==> src/rtl/kpn_pkg.sv <==
// kpn_pkg
// Shared definitions for the Kahn Process Network nodes: FSM state
// encoding, the default token width and the width of the produced-token
// counter.
package kpn_pkg;

   // Default token width; matches the data width of the queue modules.
   localparam int BITS_NUMBER_DEF = 16;

   // Width of the running produced-token counter.
   localparam int TOKEN_COUNT_W = 16;

   // Node FSM states. The encoding is fixed so that other KPN blocks and
   // debug views agree on the values.
   typedef enum logic [1:0] {
      ST_IDLE  = 2'd0,
      ST_READ  = 2'd1,
      ST_WAIT  = 2'd2,
      ST_WRITE = 2'd3
   } kpn_state_e;

endpackage : kpn_pkg

==> src/rtl/kpn_adder_process.sv <==
// kpn_adder_process
// KPN "add" node. It pops one token from each of two input queues, adds
// them modulo 2^BITS_NUMBER and pushes the sum into an output queue. It
// blocks on empty inputs and on a full output queue, and counts the
// tokens it has written.
//
// Ports:
//   clk          single clock, rising edge
//   reset        synchronous, active-high reset
//   empty_1/2    input queue has no token
//   rd_1/2       read strobes to the input queues (both or neither)
//   input_1/2    queue data, valid the cycle after the read edge
//   full_out     output queue cannot accept a token
//   wr           write strobe to the output queue
//   output_1     registered sum token
//   token_count  tokens written since reset, wraps
module kpn_adder_process
   import kpn_pkg::*;
#(
   parameter int BITS_NUMBER = BITS_NUMBER_DEF
) (
   input  logic                     clk,
   input  logic                     reset,
   input  logic                     empty_1,
   input  logic                     empty_2,
   output logic                     rd_1,
   output logic                     rd_2,
   input  logic [BITS_NUMBER-1:0]   input_1,
   input  logic [BITS_NUMBER-1:0]   input_2,
   input  logic                     full_out,
   output logic                     wr,
   output logic [BITS_NUMBER-1:0]   output_1,
   output logic [TOKEN_COUNT_W-1:0] token_count
);

   kpn_state_e                 state_q;
   kpn_state_e                 state_d;
   logic [BITS_NUMBER-1:0]     sum_q;
   logic [BITS_NUMBER-1:0]     sum_d;
   logic [TOKEN_COUNT_W-1:0]   count_q;
   logic [TOKEN_COUNT_W-1:0]   count_d;
   logic                       both_ready_s;
   logic                       xfer_s;

   // Both queues must hold a token; a single-sided read is never issued.
   assign both_ready_s = ~empty_1 & ~empty_2;
   // A token leaves the node on the edge that ends a non-blocked WRITE.
   assign xfer_s       = (state_q == ST_WRITE) & ~full_out;

   // State register; reset aborts any in-flight read and returns to IDLE.
   always_ff @(posedge clk) begin
      if (reset) begin
         state_q <= ST_IDLE;
      end else begin
         state_q <= state_d;
      end
   end

   // Next-state logic; empties are only looked at in IDLE and at the
   // WRITE hand-off, so a started read is always completed.
   always_comb begin
      state_d = state_q;
      case (state_q)
         ST_IDLE: begin
            if (both_ready_s) begin
               state_d = ST_READ;
            end else begin
               state_d = ST_IDLE;
            end
         end
         ST_READ: begin
            state_d = ST_WAIT;
         end
         ST_WAIT: begin
            state_d = ST_WRITE;
         end
         ST_WRITE: begin
            if (full_out) begin
               state_d = ST_WRITE;
            end else if (both_ready_s) begin
               state_d = ST_READ;
            end else begin
               state_d = ST_IDLE;
            end
         end
         default: begin
            state_d = ST_IDLE;
         end
      endcase
   end

   // Moore read strobes; the write strobe is gated by back-pressure.
   always_comb begin
      rd_1 = 1'b0;
      rd_2 = 1'b0;
      wr   = 1'b0;
      case (state_q)
         ST_READ: begin
            rd_1 = 1'b1;
            rd_2 = 1'b1;
         end
         ST_WRITE: begin
            wr = ~full_out;
         end
         default: begin
            rd_1 = 1'b0;
            rd_2 = 1'b0;
            wr   = 1'b0;
         end
      endcase
   end

   // Datapath next values: the sum is captured only at the end of WAIT
   // (carry dropped by the width), the counter steps on each transfer.
   always_comb begin
      sum_d   = sum_q;
      count_d = count_q;
      if (state_q == ST_WAIT) begin
         sum_d = input_1 + input_2;
      end else begin
         sum_d = sum_q;
      end
      if (xfer_s) begin
         count_d = count_q + TOKEN_COUNT_W'(1);
      end else begin
         count_d = count_q;
      end
   end

   // Datapath registers for the sum token and the produced-token count.
   always_ff @(posedge clk) begin
      if (reset) begin
         sum_q   <= {BITS_NUMBER{1'b0}};
         count_q <= {TOKEN_COUNT_W{1'b0}};
      end else begin
         sum_q   <= sum_d;
         count_q <= count_d;
      end
   end

   assign output_1    = sum_q;
   assign token_count = count_q;

endmodule : kpn_adder_process

==> config.mk <==
export PLATFORM = sky130hd
export DESIGN_NAME = kpn_adder_process
export DESIGN_NICKNAME = d
export VERILOG_FILES = /design/src/rtl/kpn_pkg.sv /design/src/rtl/kpn_adder_process.sv
export SDC_FILE = /design/constraint.sdc
export NUM_CORES = 1
export LEC_CHECK = 0
export ABC_CLOCK_PERIOD_IN_PS = 2750
export BUFFER_PORTS_ARGS = -buffer_cell sky130_fd_sc_hd__buf_4
export CAP_MARGIN = 5
export CELL_PAD_IN_SITES_DETAIL_PLACEMENT = 1
export CELL_PAD_IN_SITES_GLOBAL_PLACEMENT = 1
export CORE_MARGIN = 2
export CORE_UTILIZATION = 30
export DETAILED_ROUTE_END_ITERATION = 10
export PLACE_DENSITY = 0.65
export SYNTH_ARGS = -nofsm -noshare
export SYNTH_HDL_FRONTEND = slang
export SYNTH_SLANG_ARGS = --single-unit
==> constraint.sdc <==
create_clock -name clk -period 2.75 [get_ports clk]
set_input_delay 0.55 -clock clk [delete_from_list [all_inputs] [get_ports clk]]
set_output_delay 0.55 -clock clk [all_outputs]
set_load 0.005 [all_outputs]
After elaboration in Yosys (flattened, before gate mapping). Cells that the tools add are included. Widths: inputs -> output; s select.

Bits in registers: 34. Input bits: 37. Output and inout port bits: 35. Logic and storage cells: 19.

$add $sub $neg: 2. Equal/unequal tests: 3. Muxes and demuxes: 5. Bitwise logic cells: 5. Reduce and logical (&&, ||, !) cells: 1.

Operators by type and width (number): $add 16x1->16 const B (1); $add 16x16->16 (1); $pmux 2 s4 (1); $eq 2x2->1 const B (2); $mux 1 (3); $not 1->1 (3); $and 1x1->1 (2); $eq 2x1->1 const B (1); $logic_not 2->1 (1); $mux 2 (1).

Logic depth before layout (Yosys ltp).
Depth after elaboration: 5. Gate-level depth with buffers: 8. Gate-level depth less buffers: 8.

Worst setup path after synthesis. No wires, ideal clock.

Kind: input-to-reg. Start: in input_1[0]. End: reg sum_q[14] (netlist: output_1[14]). Library setup time: 116 ps. Arrival time: 2349 ps. Required time: 2634 ps. Setup slack: 285 ps. Cell stages on the path: 8. Buffers on the path: 0. Cells stage by stage: ha_1 fa_1 a211oi_2 o21bai_1 a21oi_1 o211ai_1 mux2_2 a31o_2.

Word-level cells in the longest chain between the ends: 1.

RTL lines: from (decl) (RTL line kpn_adder_process.sv:28) `input logic [BITS_NUMBER-1:0] input_1,`; $add 16x16->16 (RTL line kpn_adder_process.sv:119) `sum_d = input_1 + input_2;`; to (signal assigned) (RTL line kpn_adder_process.sv:133) `sum_q <= {BITS_NUMBER{1'b0}};`; to (signal assigned) (RTL line kpn_adder_process.sv:136) `sum_q <= sum_d;`; to (decl) (RTL line kpn_adder_process.sv:38) `logic [BITS_NUMBER-1:0] sum_q;`.

Every way passes these cells. A chain may end at the register's enable or synchronous reset.

Worst setup path in the final report. Same ends and word-level chain as after synthesis.

==> report_table.html <==
<table>
<tr><th>Metric</th><th>Value</th></tr>
<tr><th colspan="2">Yosys</th></tr>
<tr><td>Total of warnings raised by yosys</td><td>0</td></tr>
<tr><td>Net Count, Synth</td><td>298</td></tr>
<tr><td>Number of enable flip-flop cells after synthesis</td><td>0</td></tr>
<tr><td>Share of synthesized flip-flops with an asynchronous set or reset</td><td>0%</td></tr>
<tr><td>Top cell type by total area after synthesis</td><td>dfxtp_1</td></tr>
<tr><td>Netlist area before placement</td><td>2050 um^2</td></tr>
<tr><td>Count leader, synth</td><td>dfxtp_1</td></tr>
<tr><td>Count of distinct cell types in the synthesized netlist</td><td>47</td></tr>
<tr><td>Yosys reg bits</td><td>34</td></tr>
<tr><td>Most common library cells after synthesis</td><td>34 x dfxtp_1, 27 x nor2_1, 25 x nand2_1, 22 x a21oi_1, 16 x ha_1</td></tr>
<tr><td>Post-synth top flop</td><td>dfxtp_1</td></tr>
<tr><td>Cells after Synth</td><td>244</td></tr>
<tr><td>Sequential fraction of the synthesis area</td><td>33.2%</td></tr>
<tr><td>Top post-synthesis cells by area</td><td>dfxtp_1 33%, ha_1 9.8%, xor2_1 5.5%</td></tr>
<tr><td>Syn_area_per_cell</td><td>8.41 um^2</td></tr>
<tr><td>Area share of the largest cell type after synthesis</td><td>33.2%</td></tr>
<tr><th colspan="2">Run status</th></tr>
<tr><td>Result of the run</td><td>finished clean</td></tr>
<tr><th colspan="2">Power</th></tr>
<tr><td>Clock power frac</td><td>29.4%</td></tr>
<tr><td>Power per cell area</td><td>425 nW/um^2</td></tr>
<tr><td>Part of the total power dissipated in combinational logic</td><td>25.5%</td></tr>
<tr><td>Peak VDD IR</td><td>0.189 mV</td></tr>
<tr><td>Switching fraction of total power</td><td>28.9%</td></tr>
<tr><td>Power, Total</td><td>1170 uW</td></tr>
<tr><td>Sw power</td><td>337 uW</td></tr>
<tr><td>Sequential fraction of design power</td><td>45.1%</td></tr>
<tr><td>Cell internal power dissipation</td><td>828 uW</td></tr>
<tr><td>Static power due to leakage</td><td>0.00122 uW</td></tr>
<tr><th colspan="2">Routing</th></tr>
<tr><td>Router iterations before antenna repair</td><td>4</td></tr>
<tr><td>Detail Route Antenna Nets</td><td>0</td></tr>
<tr><td>Number of DRC violations after detailed-routing iteration 0</td><td>60</td></tr>
<tr><td>DRC violation count after routing</td><td>0</td></tr>
<tr><td>Via count</td><td>2,012</td></tr>
<tr><td>DRT Wirelength</td><td>5.70 mm</td></tr>
<tr><td>DR WL/cell</td><td>14.3 um</td></tr>
<tr><td>Per-cell via count in the routed design</td><td>5.07</td></tr>
<tr><th colspan="2">Job</th></tr>
<tr><td>Max-capacitance violation count</td><td>0</td></tr>
<tr><th colspan="2">STA</th></tr>
<tr><td>Count of pins over their slew limit</td><td>0</td></tr>
<tr><td>Post-layout worst setup margin</td><td>0.325 ns</td></tr>
<tr><td>Skew final</td><td>0.00747 ns</td></tr>
<tr><td>Minimum clock period after layout</td><td>2.43 ns</td></tr>
<tr><td>Worst slew pin tran</td><td>0.597 ns</td></tr>
<tr><td>Setup repair after global routing missed its margin</td><td>false</td></tr>
<tr><td>Hold Slack</td><td>0.455 ns</td></tr>
<tr><td>Final setup violation count</td><td>0</td></tr>
<tr><td>Peak clock frequency supported by timing</td><td>412 MHz</td></tr>
<tr><td>Setup TNS</td><td>0 ns</td></tr>
<tr><td>Final period utilization</td><td>88.2%</td></tr>
<tr><td>Relative max-transition margin</td><td>60.2%</td></tr>
<tr><td>Fin. Hold Viols</td><td>0</td></tr>
<tr><th colspan="2">Die</th></tr>
<tr><td>Initial Util</td><td>30.6%</td></tr>
<tr><td>Die width</td><td>86.7 um</td></tr>
<tr><td>Number of ports placed on the die boundary</td><td>72</td></tr>
<tr><td>Die span in y</td><td>86.7 um</td></tr>
<tr><td>Row Count</td><td>30</td></tr>
<tr><td>Die area</td><td>7520 um^2</td></tr>
<tr><td>Area of the core</td><td>6720 um^2</td></tr>
<tr><th colspan="2">Clocking</th></tr>
<tr><td>Hold-fix buffers, CTS</td><td>0</td></tr>
<tr><td>Number of levels in the clock H-tree</td><td>2</td></tr>
<tr><td>Clock slew seen by the registers of the worst setup and hold paths</td><td>0.07 ns</td></tr>
<tr><td>Skew-Pair Late Insertion Delay</td><td>0.28 ns</td></tr>
<tr><td>Post-CTS Repair Setup Buffers</td><td>0</td></tr>
<tr><td>CTS tree</td><td>built</td></tr>
<tr><td>Number of gates resized after CTS</td><td>0</td></tr>
<tr><td>Number of clock buffers inserted by TritonCTS</td><td>5</td></tr>
<tr><td>Clock root buffer</td><td>clkbuf_8</td></tr>
<tr><td>Maximum buffer depth of the clock tree</td><td>2</td></tr>
<tr><td>Number of sinks on the clock net</td><td>34</td></tr>
<tr><th colspan="2">Worst setup path</th></tr>
<tr><td>Crit Path Max Fanout</td><td>3</td></tr>
<tr><td>Data required time at the worst endpoint</td><td>2.93 ns</td></tr>
<tr><td>Arrival time at the worst endpoint</td><td>2.60 ns</td></tr>
<tr><td>Crit path launch type</td><td>input port</td></tr>
<tr><td>Nature of the critical path endpoint</td><td>flop</td></tr>
<tr><td>Crit Path Category</td><td>in2reg</td></tr>
<tr><th colspan="2">Cells and area</th></tr>
<tr><td>Share of the core filled with cells in the final layout</td><td>40.8%</td></tr>
<tr><td>Synth-to-layout area growth</td><td>33.4%</td></tr>
<tr><td>Antenna diode instance count</td><td>0</td></tr>
<tr><td>Nets</td><td>371</td></tr>
<tr><td>Fraction of final layout cells with drive strength greater than 1</td><td>29.0%</td></tr>
<tr><th colspan="2">Global route</th></tr>
<tr><td>Largest net degree at the start of global routing</td><td>33</td></tr>
<tr><td>Overflow after GRT</td><td>0</td></tr>
<tr><td>First-pass GRT wire length</td><td>9.47 mm</td></tr>
<tr><td>Number of antenna violations at the first check in global routing</td><td>0</td></tr>
<tr><td>Number of global-route vias before repair</td><td>2,045</td></tr>
<tr><td>Overall Global Routing Usage</td><td>15.8%</td></tr>
<tr><th colspan="2">Place</th></tr>
<tr><td>Routability congestion estimate from global placement</td><td>0.773</td></tr>
<tr><td>Place WS</td><td>0.0418 ns</td></tr>
<tr><td>Port-buffer cells</td><td>71</td></tr>
<tr><td>Estimated wirelength of the detail-placed design</td><td>4.49 mm</td></tr>
<tr><th colspan="2">Worst hold path</th></tr>
<tr><td>Path category of the worst min-delay check</td><td>reg2reg</td></tr>
</table>
-- worst max-delay path, cell delays in order --
cell	delay, ns
buf_4	0.11
ha_1	0.22
fa_1	0.44
a211oi_2	0.29
o21bai_1	0.14
a21oi_1	0.23
o211ai_1	0.13
mux2_2	0.29
a31o_2	0.20
-- flip-flops by register name (all words and copies together) (netlist names) --
| signal | flops |
|---|---|
| output_1 | 16 |
| state_q | 2 |
| token_count | 16 |
-- cell usage in the layout (no fill, tap or decap), types with 2 or more instances in the layout --
cell,instances
nand3_1,9
nor2b_1,5
mux2i_1,3
xnor2_1,9
dfxtp_1,34
a211oi_1,3
ha_1,16
or3_1,2
nor3_1,10
nand2b_1,2
o211ai_1,2
o21a_1,3
a21o_1,5
xor2_1,13
o21ai_0,12
inv_1,2
clkinv_2,2
nand4_1,4
and3_1,5
clkbuf_8,5
buf_4,74
a31o_2,2
nor2_1,27
a21oi_1,22
nand2_1,25
-- final timing paths --
| check | endpoint | slack, ns | cells after the start | startpoint |
|---|---|---|---|---|
| worst max-delay path | output_1[14] | 0.32 | 9 | input_1[0] |
| worst max register to register | token_count[15] | 0.90 | 6 | state_q[1] |
| worst min register to register | output_1[6] | 0.45 | 2 | output_1[6] |
| worst min-delay path | output_1[6] | 0.45 | 2 | output_1[6] |
-- metrics by stage --
| step | instance area (um^2) | std cells |
|---|---|---|
| after global placement | 2660 | 390 |
| final | 2740 | 397 |
| after detailed placement | 2660 | 390 |
| after CTS | 2740 | 397 |
| after floorplan | 2050 | 244 |
| after global routing | 2740 | 397 |
-- area by class of cell --
| type | instances | area (um^2) |
|---|---|---|
| flip-flops and latches | 34 | 681 |
| fillers | 836 | 3980 |
| inverters | 2 | 7.51 |
| clock buffers | 5 | 68.8 |
| well taps | 80 | 100 |
| clock inverters | 2 | 10.0 |
| repair buffers | 74 | 556 |
| multi-input cells | 200 | 1320 |
-- power by group through the flow --
stage | Combinational [uW] | Clock, uW | Sequential (uW)
after detailed placement | 298 | 0 | 537
after global routing | 330 | 378 | 528
after global placement | 295 | 0 | 536
final | 297 | 343 | 525
after floorplan | 176 | 0 | 536
after CTS | 299 | 361 | 526
-- cell families after synthesis --
kind of cell | Yosys count | share of synthesized area [%]
buffers and inverters | 10 | 2.74
AND/OR/NAND/NOR | 97 | 23.0
flip-flops | 34 | 33.2
multiplexers | 4 | 2.01
XOR/XNOR | 22 | 9.38
AO/OA/AOI/OAI | 60 | 19.0
adder cells (fa/ha/maj) | 17 | 10.7
-- metal layers --
metal	part of all wire [%]	vias to the layer above	global-route usage [%]
li1	-	1022	-
met1	48	945	20.6
met2	47	43	26.8
met3	4.1	2	3.24
met4	0.67	0	3.84
met5	0	-	0
Power figures use the tool's default switching activity.
